==> src/rtl/bus_timer_if.sv <==
`default_nettype none
// ============================================================================
// Module      : bus_timer_if
// Description : Bridge-side word bus of the interval timer: address, write
//               strobe, byte enables, write/read data and interrupt request.
// Revision    : 1.0 - initial release
// ============================================================================
interface bus_timer_if;
  logic [1:0]  addr;  // word address: 0=CTRL, 1=PRESET, 2=COUNT, 3=reserved
  logic        we;    // one-cycle write strobe
  logic [3:0]  be;    // byte enables, lane i = wd[8i+7:8i]
  logic [31:0] wd;    // write data
  logic [31:0] rd;    // read data, combinational from addr
  logic        irq;   // interrupt request towards HWInt

  // Bridge side drives the bus and observes data/interrupt
  modport master (
    output addr, we, be, wd,
    input  rd, irq
  );

  // Timer side observes the bus and returns data/interrupt
  modport slave (
    input  addr, we, be, wd,
    output rd, irq
  );
endinterface
`default_nettype wire

==> src/rtl/bus_timer.sv <==
`default_nettype none
// ============================================================================
// Module      : bus_timer
// Description : Memory-mapped programmable interval timer with one-shot
//               (sticky interrupt) and auto-reload (1-cycle pulse) modes.
// Revision    : 1.0 - initial release
// ============================================================================
module bus_timer #(
  parameter int CNT_WIDTH = 32
) (
  input  wire logic   clk,
  input  wire logic   rst,
  bus_timer_if.slave  bus
);

  typedef enum logic [1:0] {
    ST_IDLE = 2'd0,
    ST_LOAD = 2'd1,
    ST_CNT  = 2'd2,
    ST_INT  = 2'd3
  } state_t;

  localparam logic [CNT_WIDTH-1:0] c_one  = CNT_WIDTH'(1);
  localparam logic [CNT_WIDTH-1:0] c_zero = '0;

  state_t               state_q, state_d;
  logic [3:0]           ctrl_q, ctrl_d;        // {IM, MODE[1:0], EN}
  logic [CNT_WIDTH-1:0] preset_q, preset_d;
  logic [CNT_WIDTH-1:0] count_q, count_d;
  logic                 irq_sticky_q, irq_sticky_d;

  logic                 ctrl_wr;
  logic                 preset_wr;
  logic                 auto_reload;
  logic [31:0]          preset_merge;

  // Register file writes and timer sequencing, computed as next-state values
  always_comb begin
    state_d      = state_q;
    ctrl_d       = ctrl_q;
    preset_d     = preset_q;
    count_d      = count_q;
    irq_sticky_d = irq_sticky_q;

    ctrl_wr     = bus.we && (bus.addr == 2'd0);
    preset_wr   = bus.we && (bus.addr == 2'd1);
    // Only MODE=1 reloads; the two unused encodings fall back to one-shot.
    auto_reload = (ctrl_q[2:1] == 2'b01);

    // Byte-lane merge on the zero-extended value; lanes beyond the counter
    // width fall off when truncated back.
    preset_merge = 32'(preset_q);
    for (int i = 0; i < 4; i++) begin
      if (bus.be[i]) begin
        preset_merge[8*i +: 8] = bus.wd[8*i +: 8];
      end
    end
    if (preset_wr) begin
      preset_d = preset_merge[CNT_WIDTH-1:0];
    end

    // Any CTRL access acknowledges the interrupt, even with no lanes enabled.
    if (ctrl_wr) begin
      irq_sticky_d = 1'b0;
      if (bus.be[0]) begin
        ctrl_d = bus.wd[3:0];
      end
    end

    unique case (state_q)
      ST_IDLE: begin
        if (ctrl_q[0]) begin
          state_d = ST_LOAD;
        end
      end
      ST_LOAD: begin
        count_d = preset_q;
        state_d = ST_CNT;
      end
      ST_CNT: begin
        if (!ctrl_q[0]) begin
          state_d = ST_IDLE;
        end else if (count_q > c_one) begin
          count_d = count_q - c_one;
        end else begin
          count_d = c_zero;
          state_d = ST_INT;
        end
      end
      ST_INT: begin
        if (auto_reload) begin
          state_d = ST_LOAD;
        end else begin
          state_d      = ST_IDLE;
          // Expiry wins over a coincident acknowledge so no event is lost,
          // while a coincident CPU write of CTRL keeps the CPU's EN value.
          irq_sticky_d = 1'b1;
          if (!(ctrl_wr && bus.be[0])) begin
            ctrl_d[0] = 1'b0;
          end
        end
      end
      default: state_d = ST_IDLE;
    endcase
  end

  // State and register update with synchronous reset
  always_ff @(posedge clk) begin
    if (rst) begin
      state_q      <= ST_IDLE;
      ctrl_q       <= 4'h0;
      preset_q     <= c_zero;
      count_q      <= c_zero;
      irq_sticky_q <= 1'b0;
    end else begin
      state_q      <= state_d;
      ctrl_q       <= ctrl_d;
      preset_q     <= preset_d;
      count_q      <= count_d;
      irq_sticky_q <= irq_sticky_d;
    end
  end

  // Read mux, combinational from the word address
  always_comb begin
    bus.rd = 32'h0;
    unique case (bus.addr)
      2'd0:    bus.rd = {28'h0, ctrl_q};
      2'd1:    bus.rd = 32'(preset_q);
      2'd2:    bus.rd = 32'(count_q);
      default: bus.rd = 32'h0;
    endcase
  end

  // Interrupt is a pure function of registers, so it cannot glitch mid-cycle
  assign bus.irq = ctrl_q[3] & (irq_sticky_q | (state_q == ST_INT));

endmodule
`default_nettype wire

==> src/flat_wrapper.sv <==
// flat-port wrapper written by rule: the top's interface ports become plain ports
module bus_timer_flat 
#(
  parameter int CNT_WIDTH = 32
)
  (clk, rst, bus_addr, bus_we, bus_be, bus_wd, bus_rd, bus_irq);
  bus_timer_if bus_i ();
  input  wire logic clk;
  input  wire logic rst;
  input wire logic [$bits(bus_i.addr)-1:0] bus_addr;
  input wire logic [$bits(bus_i.we)-1:0] bus_we;
  input wire logic [$bits(bus_i.be)-1:0] bus_be;
  input wire logic [$bits(bus_i.wd)-1:0] bus_wd;
  output wire logic [$bits(bus_i.rd)-1:0] bus_rd;
  output wire logic [$bits(bus_i.irq)-1:0] bus_irq;
  assign bus_i.addr = bus_addr;
  assign bus_i.we = bus_we;
  assign bus_i.be = bus_be;
  assign bus_i.wd = bus_wd;
  assign bus_rd = bus_i.rd;
  assign bus_irq = bus_i.irq;
  bus_timer #(.CNT_WIDTH(CNT_WIDTH)) u_core (.clk(clk), .rst(rst), .bus(bus_i));
endmodule
==> config.mk <==
export PLATFORM = sky130hd
export DESIGN_NAME = bus_timer_flat
export DESIGN_NICKNAME = d
export VERILOG_FILES = /design/src/rtl/bus_timer_if.sv /design/src/rtl/bus_timer.sv /design/src/flat_wrapper.sv
export SDC_FILE = /design/constraint.sdc
export NUM_CORES = 1
export LEC_CHECK = 0
export ABC_AREA = 1
export CORE_ASPECT_RATIO = 1.5
export CORE_MARGIN = 10
export CORE_UTILIZATION = 48
export CTS_CLUSTER_SIZE = 20
export DETAILED_ROUTE_END_ITERATION = 8
export PLACE_DENSITY = 0.78
export SETUP_SLACK_MARGIN = 0.1
export SLEW_MARGIN = 20
export SYNTH_ARGS = -nofsm -noshare
export SYNTH_HDL_FRONTEND = slang
export SYNTH_SLANG_ARGS = --single-unit
==> constraint.sdc <==
create_clock -name clk -period 1.6 [get_ports clk]
set_input_delay 0.24 -clock clk [delete_from_list [all_inputs] [get_ports clk]]
set_output_delay 0.24 -clock clk [all_outputs]
set_load 0.02 [all_outputs]
# [After elaboration in Yosys (flattened, before gate mapping)]
# Index checks and enable logic that the tools add are counted.
[word_totals] ff_bits=71 out_inout_bits=33
[op_classes] bitwise_logic=2 add_sub_neg=1 reduce_logical=13 n_eq_ne=9 mux=17 order_cmp=1
[op_table] op="32-bit case mux with 3 select lines" n=1
[op_table] op="32-bit two-way mux" n=2
[op_table] op="32-bit case mux with 2 select lines" n=1
[op_table] op="32-bit by 1-bit greater-than comparator with 1-bit output (second input constant)" n=1
[op_table] op="32-bit by 1-bit subtractor with 32-bit output (second input constant)" n=1
[op_table] op="2-bit AND reduction" n=7
[op_table] op="1-bit two-way mux" n=9
[op_table] op="2-bit case mux with 4 select lines" n=1
[op_table] op="2-bit by 1-bit equality test with 1-bit output (second input constant)" n=3
[op_table] op="2-bit equality test (second input constant)" n=3
[op_table] op="2-bit two-way mux" n=3
[op_table] op="2-bit zero test" n=2
[op_table] op="2-bit by 1-bit inequality test with 1-bit output (second input constant)" n=2
[op_table] op="1-bit logical AND" n=3
[op_table] op="3-bit inequality test (second input constant)" n=1
[op_table] op="2-bit nonzero test" n=1
[op_table] op="1-bit AND" n=1
[op_table] op="1-bit OR" n=1

# [Logic depth before layout (Yosys ltp)]
# Gate-level depths: netlist of run 1.
[logic_depth] ltp_word=6 depth_mapped=12 depth_no_buf=12

# [Least setup slack after synthesis of run 1]
# OpenSTA, ideal clock, no wires.
[synth_path] kind="flip-flop to flip-flop" from="reg u_core.count_q[0]" to="reg u_core.count_q[25]" synth_period_minus_slack_ps=1568 setup_slack_ps=32 t_required_ps=1530 n_path_buf=1 arrival_time_ps=1498 setup_time_ps=70 stages_incl_launch_ff=13 path_cell_list="dfxtp_1 inv_1 ha_1 o21ai_0 nor2_1 nand2_1 nor2_1 nor2_2 buf_6 nand3_1 nand2_1 nand2_1 a21oi_1"
[synth_via] elab_chain_cells=4 elab_cells_between_ends=5
[synth_lines] item="from (decl)" line="bus_timer.sv:29" rtl="logic [CNT_WIDTH-1:0] count_q, count_d;"
[synth_lines] item="from (signal assigned)" line="bus_timer.sv:113" rtl="count_q <= c_zero;"
[synth_lines] item="from (signal assigned)" line="bus_timer.sv:119" rtl="count_q <= count_d;"
[synth_lines] item="32-bit by 1-bit subtractor with 32-bit output / 32-bit by 1-bit greater-than comparator with 1-bit output (equally long branches)" line="bus_timer.sv:84, bus_timer.sv:83"
[synth_lines] item="32-bit two-way mux *" line="bus_timer.sv:83" rtl="end else if (count_q > c_one) begin"
[synth_lines] item="32-bit two-way mux *" line="bus_timer.sv:81" rtl="if (!ctrl_q[0]) begin"
[synth_lines] item="32-bit case mux with 2 select lines *" line="bus_timer.sv:70" rtl="unique case (state_q)"
# Every way passes the cells marked *; elsewhere a longest branch is shown, timed or not. The select of a mux whose other input is x is not followed.
# A chain may end at the register's enable or synchronous reset.

# [Worst setup path in the final report of run 1]
[layout_path] from="reg u_core.count_q[9]" to="reg u_core.count_q[30]"
# Same word-level chain as after synthesis.

==> summary.txt, run 1 <==
Placement
  – DPL Wire Length: about 11000 um
  – Placer congestion estimate: around 0.9
  – IO Port Bufs: 73
  – Place WS: -0.6598 ns
  – DP Cell Count: approximately 880

Clock network
  – Clock root cell: clkbuf_16
  – Clock Path Buffers: 2
  – Worst skew pair latency: about 0.34 ns
  – Worst-path clk slew: around 0.060 ns
  – TritonCTS clock tree: done
  – Htree depth: 3
  – # clock sinks: between 70 and 80
  – TritonCTS buffer count: 9

Floorplan
  – Num rows: 41
  – Die Ht: between 100 and 150 um
  – Core Box Area: ~8500 um2
  – Initial Util: 0.4925
  – I/O pins: 74
  – Die Area: 12890 um2
  – Die W: between 90 and 100 um

Worst hold path
  – Worst hold endpoint: u_core.ctrl_q[2]
  – Hold depth: 2
  – Hold Crit Class: flop to flop
  – Hold_sp: u_core.ctrl_q[2]

Timing
  – Relative slew slack: 0.7688
  – Maximum clock frequency: around 560 MHz
  – Fin crit share: 1.110
  – Final WS setup: -0.1755 ns
  – Tmin final: roughly 1.8 ns
  – Final Hold Viols: 0
  – Final setup vio count: 33
  – Slew Viols, Final: 0
  – Unrepaired setup endpoints after global routing: true
  – Skew final: between 0.005 and 0.006 ns
  – Worst hold margin: between 0.4 and 0.5 ns
  – Worst-Margin Slew: around 0.34 ns

Yosys
  – Number of flops mapped to enable cells by yosys: 0
  – Distinct cells, synth: 28
  – Dominant synthesized flop cell: dfxtp_1
  – Async set-reset flop share out of synthesis: 0
  – Mapped Cells: about 660
  – Mapped Avg Cell Area: approximately 6.3 um2
  – Mapped Area: about 4200 um2
  – Seq cells post-synth: just over 70
  – Yosys warns: 0
  – Synthesized Nets: ~710
  – Seq/Total Area, Yosys: 0.3409

Routing
  – Vias: approximately 5400
  – Via density: 5.885
  – Number of DRC markers in iteration 0: roughly 600
  – DRC violations left: 0
  – Drt total wl: 17680 um
  – Drt wl/cell: slightly below 20 um
  – Initial DRT Pass Iterations: 7
  – Final antenna-violating net count: 0

Critical path
  – Crit path required time: roughly 1.8 ns
  – Max FO, Critical Path: 4
  – Reg2reg end: u_core.count_q[30]
  – Reg2Reg Depth: 11
  – Reg-to-reg setup timing slack: -0.18 ns
  – Startpoint types: flop
  – Kind of critical path: flop to flop
  – Crit path capture type: flop
  – R2R Path Start: u_core.count_q[9]
  – Worst EP arrival: between 2 and 2.5 ns

Layout
  – Final nets: 843
  – Most common cell after layout, fill and taps aside: nand2_1
  – Non-Filler Instances: around 900
  – Area Overhead vs Synth: 55.61%
  – Antenna cells: 0
  – Most frequent cells in the layout: nand2_1 (156), inv_1 (84), buf_4 (81)
  – Fin util: 0.7664
  – Layout cell share with drive strength beyond 1: 0.3491

Global routing
  – GRT Util Overall: 0.2499
  – Vias in the first global route: 5299
  – Initial antenna violation count: 0
  – Global-route wire length before repair: 25450 um
  – Largest net degree at the start of global routing: 33
  – GRT overflow: 0

Outcome
  – Failing checks: setup timing
  – Status: finished with violations

Flow run
  – Max Cap Violations: 0

Power and ir drop
  – Pwr per Cell Area: between 800 and 900 nW/um2
  – LEAKAGE: around 2.8 nW
  – Peak VDD IR: about 820 uV
state kept, by name (all words and copies together) (netlist names):
name                 count
u_core.irq_sticky_q      1
u_core.count_q          32
u_core.ctrl_q            4
u_core.preset_q         32
u_core.state_q           2
cell usage after synthesis (5+ instances only):
library cell | instances | area share
nand2_1 | 168 | 0.15
inv_1 | 91 | 0.082
dfxtp_1 | 71 | 0.34
nor2_1 | 68 | 0.061
o22ai_1 | 38 | 0.057
a21oi_1 | 69 | 0.083
xor2_1 | 11 | 0.023
clkbuf_1 | 11 | 0.0099
o21ai_0 | 57 | 0.068
nor2_4 | 5 | 0.014
buf_2 | 5 | 0.0060
nand3_1 | 23 | 0.028
o21ai_1 | 8 | 0.0096
where the power goes:
| group | internal, mW | switching [mW] |
|---|---|---|
| registers | 1.83 | 0.0536 |
| logic | 0.648 | 0.981 |
| clock network | 1.12 | 0.787 |
cell type report:
| type | count | area (um2) |
|---|---|---|
| clock buffer | 12 | 256.5 |
| clock inverter | 4 | 20.02 |
| fill | 611 | 1977 |
| inverter | 94 | 357.8 |
| multi-input combinational | 470 | 2773 |
| sequential | 71 | 1449 |
| tap | 107 | 133.9 |
| timing repair buffer | 154 | 1498 |
how the worst max path moves through the flow:
stage | start | endpoint | slack, ns | cells after the start
floorplan | u_core.count_q[0] | u_core.count_q[25] | 0.10 | 12
global placement | bus_addr[0] | bus_rd[0] | -0.62 | 6
detailed placement | bus_addr[0] | bus_rd[2] | -0.66 | 6
CTS | u_core.count_q[0] | u_core.count_q[25] | -0.03 | 12
global route | u_core.count_q[9] | u_core.count_q[30] | -0.30 | 11
finish | u_core.count_q[9] | u_core.count_q[30] | -0.18 | 11
critical path, cell delays in order, from the launching register on:
cell	delay [ns]
dfxtp_2	0.35
nor2_2	0.16
buf_4	0.15
nand2_1	0.13
nor2_2	0.16
nand2_1	0.16
o21ai_0	0.23
nand2_1	0.10
nand2_2	0.07
nand2_1	0.04
nand2_1	0.06
a21oi_2	0.05
cell families (layout without fill, tap and decap cells):
kind of cell	after synthesis	after routing	synth area share
simple gates	279	279	0.2776
compound gates	177	177	0.2281
buf+inv	122	264	0.1221
flops	71	71	0.3409
xor+xnor	12	12	0.02521
fa+ha+maj	2	2	0.006001
timing repair:
| item | 4_1_cts | 5_1_grt |
|---|---|---|
| endpoints found under the setup margin | 98 | 51 |
| buffers inserted | 8 | 7 |
| resized for setup | 277 | 76 |
| pin swaps | 20 | 29 |
| gates cloned | 5 | 2 |
| hold buffers | 0 | 0 |
routing by layer:
layer  wire length [um]  vias to the layer above  track usage
li1                   -                     2431            -
met1               6025                     2519       0.2530
met4               1266                        0       0.1768
met5                  0                        -            0
met2               9025                      303       0.4291
met3               1364                      114      0.05922
stage by stage:
step / setup TNS, ns / instance area, um2 / total power, mW
3_5_place_dp: -33.45 / 5409 / 3.162
5_1_grt: -5.612 / 6487 / 5.620
6_report: -2.947 / 6487 / 5.420
2_1_floorplan: 0 / 4173 / 2.664
3_3_place_gp: -32.10 / 5409 / 3.128
4_1_cts: -0.09380 / 6183 / 5.232
(Power assumes the default switching activity.)
==> inputs of run 2 (changes only) <==
--- a/config.mk
+++ b/config.mk
@@ -8,12 +8,11 @@
 export ABC_AREA = 1
 export CORE_ASPECT_RATIO = 1.5
 export CORE_MARGIN = 10
-export CORE_UTILIZATION = 48
+export CORE_UTILIZATION = 50
 export CTS_CLUSTER_SIZE = 20
 export DETAILED_ROUTE_END_ITERATION = 8
-export PLACE_DENSITY = 0.78
+export PLACE_DENSITY = 0.77
 export SETUP_SLACK_MARGIN = 0.1
-export SLEW_MARGIN = 20
 export SYNTH_ARGS = -nofsm -noshare
 export SYNTH_HDL_FRONTEND = slang
 export SYNTH_SLANG_ARGS = --single-unit
==> constraint.sdc (replaced) <==
create_clock -name clk -period 2.2 [get_ports clk]
set_input_delay 0.33 -clock clk [delete_from_list [all_inputs] [get_ports clk]]
set_output_delay 0.33 -clock clk [all_outputs]
set_load 0.02 [all_outputs]
==> summary.txt, run 2 (synthesis results as in run 1) <==
Outcome
  – Status: completed

Layout
  – Layout cell share with drive strength beyond 1: 0.1116
  – Largest regs: u_core.count_q: 32 flops, u_core.preset_q: 32 flops, u_core.ctrl_q: 4 flops
  – Area Overhead vs Synth: 25.00%
  – Fill count: approximately 780
  – Antenna cells: 0
  – Most common cell after layout, fill and taps aside: nand2_1
  – Most frequent cells in the layout: nand2_1 (168), inv_1 (91), dfxtp_1 (71)
  – Final nets: between 700 and 800
  – Non-Filler Instances: around 850

Timing
  – Unrepaired setup endpoints after global routing: false
  – Skew final: ~0.0067 ns
  – Tmin final: ~2 ns
  – Slew Viols, Final: 0
  – Maximum clock frequency: between 400 and 500 MHz
  – Fin crit share: 0.9311
  – Relative slew slack: 0.7512
  – Worst-Margin Slew: around 0.37 ns
  – Final setup vio count: 0
  – Setup_tns: 0 ns
  – Final Hold Viols: 0

Global routing
  – Global-route wire length before repair: between 20000 and 25000 um
  – Vias in the first global route: 4627
  – GRT Util Overall: 0.2178
  – Initial antenna violation count: 0
  – GRT overflow: 0
  – Largest net degree at the start of global routing: 34

Critical path
  – Crit path capture type: primary output
  – Crit path required time: 1.87 ns
  – Max FO, Critical Path: 33
  – Worst EP arrival: roughly 1.7 ns
  – Kind of critical path: input pin to primary output
  – Critical path cell sequence: clkdlybuf4s50_1, inv_1, or2_1, buf_12, o22ai_1, clkdlybuf4s15_2
  – Slowest library cell on the worst path: clkdlybuf4s50_1
  – CP max stage delay: about 0.47 ns
  – Startpoint types: input pin

Power and ir drop
  – LEAKAGE: about 2.3 nW
  – Peak VDD IR: ~560 uV
  – Final Power: around 3.5 mW
  – Pwr per Cell Area: 679.4 nW/um2

Clock network
  – Clock root cell: clkbuf_16
  – TritonCTS clock tree: done
  – TritonCTS buffer count: 9
  – Postcts setup bufs: 0
  – Htree depth: 3
  – Clock Path Buffers: 2
  – Post-CTS Hold Buffers: 0
  – Worst skew pair latency: ~0.34 ns
  – Post-CTS sizing: 57
  – Worst-path clk slew: 0.05 ns
  – # clock sinks: 71

Flow run
  – Max Cap Violations: 0

Floorplan
  – Die Ht: ~130 um
  – Initial Util: 0.5174
  – Die Area: ~12000 um2
  – Num rows: 40
  – I/O pins: 74
  – Die W: around 95 um
  – Core Box Area: between 8000 and 9000 um2

Worst hold path
  – Hold Crit Class: flop to flop

Routing
  – DRC violations left: 0
  – Final antenna-violating net count: 0
  – Via density: 5.443
  – Initial DRT Pass Iterations: 5
  – Vias: between 4000 and 5000
  – Number of DRC markers in iteration 0: roughly 330
  – Drt total wl: between 10000 and 15000 um
  – Drt wl/cell: 15.83 um

Placement
  – Placer congestion estimate: around 0.95
  – IO Port Bufs: 73
  – DPL Wire Length: 10070 um
  – DP Cell Count: around 840
run 2: changes by cell type in the layout (fill, tap and decap cells not counted), moves of 12 or more:
| cell | before | now |
|---|---|---|
| o22ai_1 | 20 | 38 |
| nand2_1 | 156 | 168 |
| dfxtp_1 | 51 | 71 |
| nor2_1 | 36 | 68 |
| a21oi_1 | 51 | 69 |
| o22ai_2 | 13 | 0 |
| nor2_2 | 25 | 3 |
| clkbuf_2 | 0 | 26 |
| dfxtp_2 | 19 | 0 |
| a21oi_2 | 18 | 0 |
| buf_4 | 81 | 18 |
run 2: per-layer routing:
layer	track usage	vias up	wire length, um
li1	-	2304	-
met1	0.2395	2123	5241
met2	0.3740	151	6883
met3	0.04219	43	697
met4	0.1210	0	617
met5	0	-	0
run 2: power by group:
group	internal [mW]	total [mW]	switching [mW]
registers	1.33	1.36	0.0350
logic	0.309	0.833	0.524
clock network	0.811	1.34	0.533
run 2: per-stage QoR:
step | worst slack (ns) | instance area, um2 | utilization | hold WS, ns
after global placement | -0.1977 | 5090 | 0.6317 | 0.4578
after detailed placement | -0.2375 | 5090 | 0.6317 | 0.4588
after CTS | 0.03555 | 5343 | 0.6630 | 0.4664
final | 0.1515 | 5211 | 0.6467 | 0.4649
after global routing | 0.1076 | 5211 | 0.6467 | 0.4834
after floorplan | 0.5767 | 4169 | - | 0.4372
run 2: layout make-up:
type | instances | area (um2) | area share
Sequential cell | 71 | 1421 | 0.2727
Tap cell | 105 | 131.4 | 0.02521
Clock buffer | 13 | 260.3 | 0.04994
Timing Repair Buffer | 95 | 792.0 | 0.1520
Multi-Input combinational cell | 470 | 2248 | 0.4315
Clock inverter | 1 | 5.005 | 0.0009604
Inverter | 94 | 352.8 | 0.06771
run 2: final timing paths:
check	start	end	slack, ns	cells past startpoint
max	bus_addr[0]	bus_rd[29]	0.15	6
min	u_core.preset_q[13]	u_core.count_q[13]	0.46	2
max reg2reg	u_core.count_q[0]	u_core.count_q[0]	0.31	11
min reg2reg	u_core.preset_q[13]	u_core.count_q[13]	0.46	2
run 2: critical path, delay by kind of cell:
family	cells	cell delay, ns
buf+inv	4	1.00
simple gates	1	0.24
compound gates	1	0.13
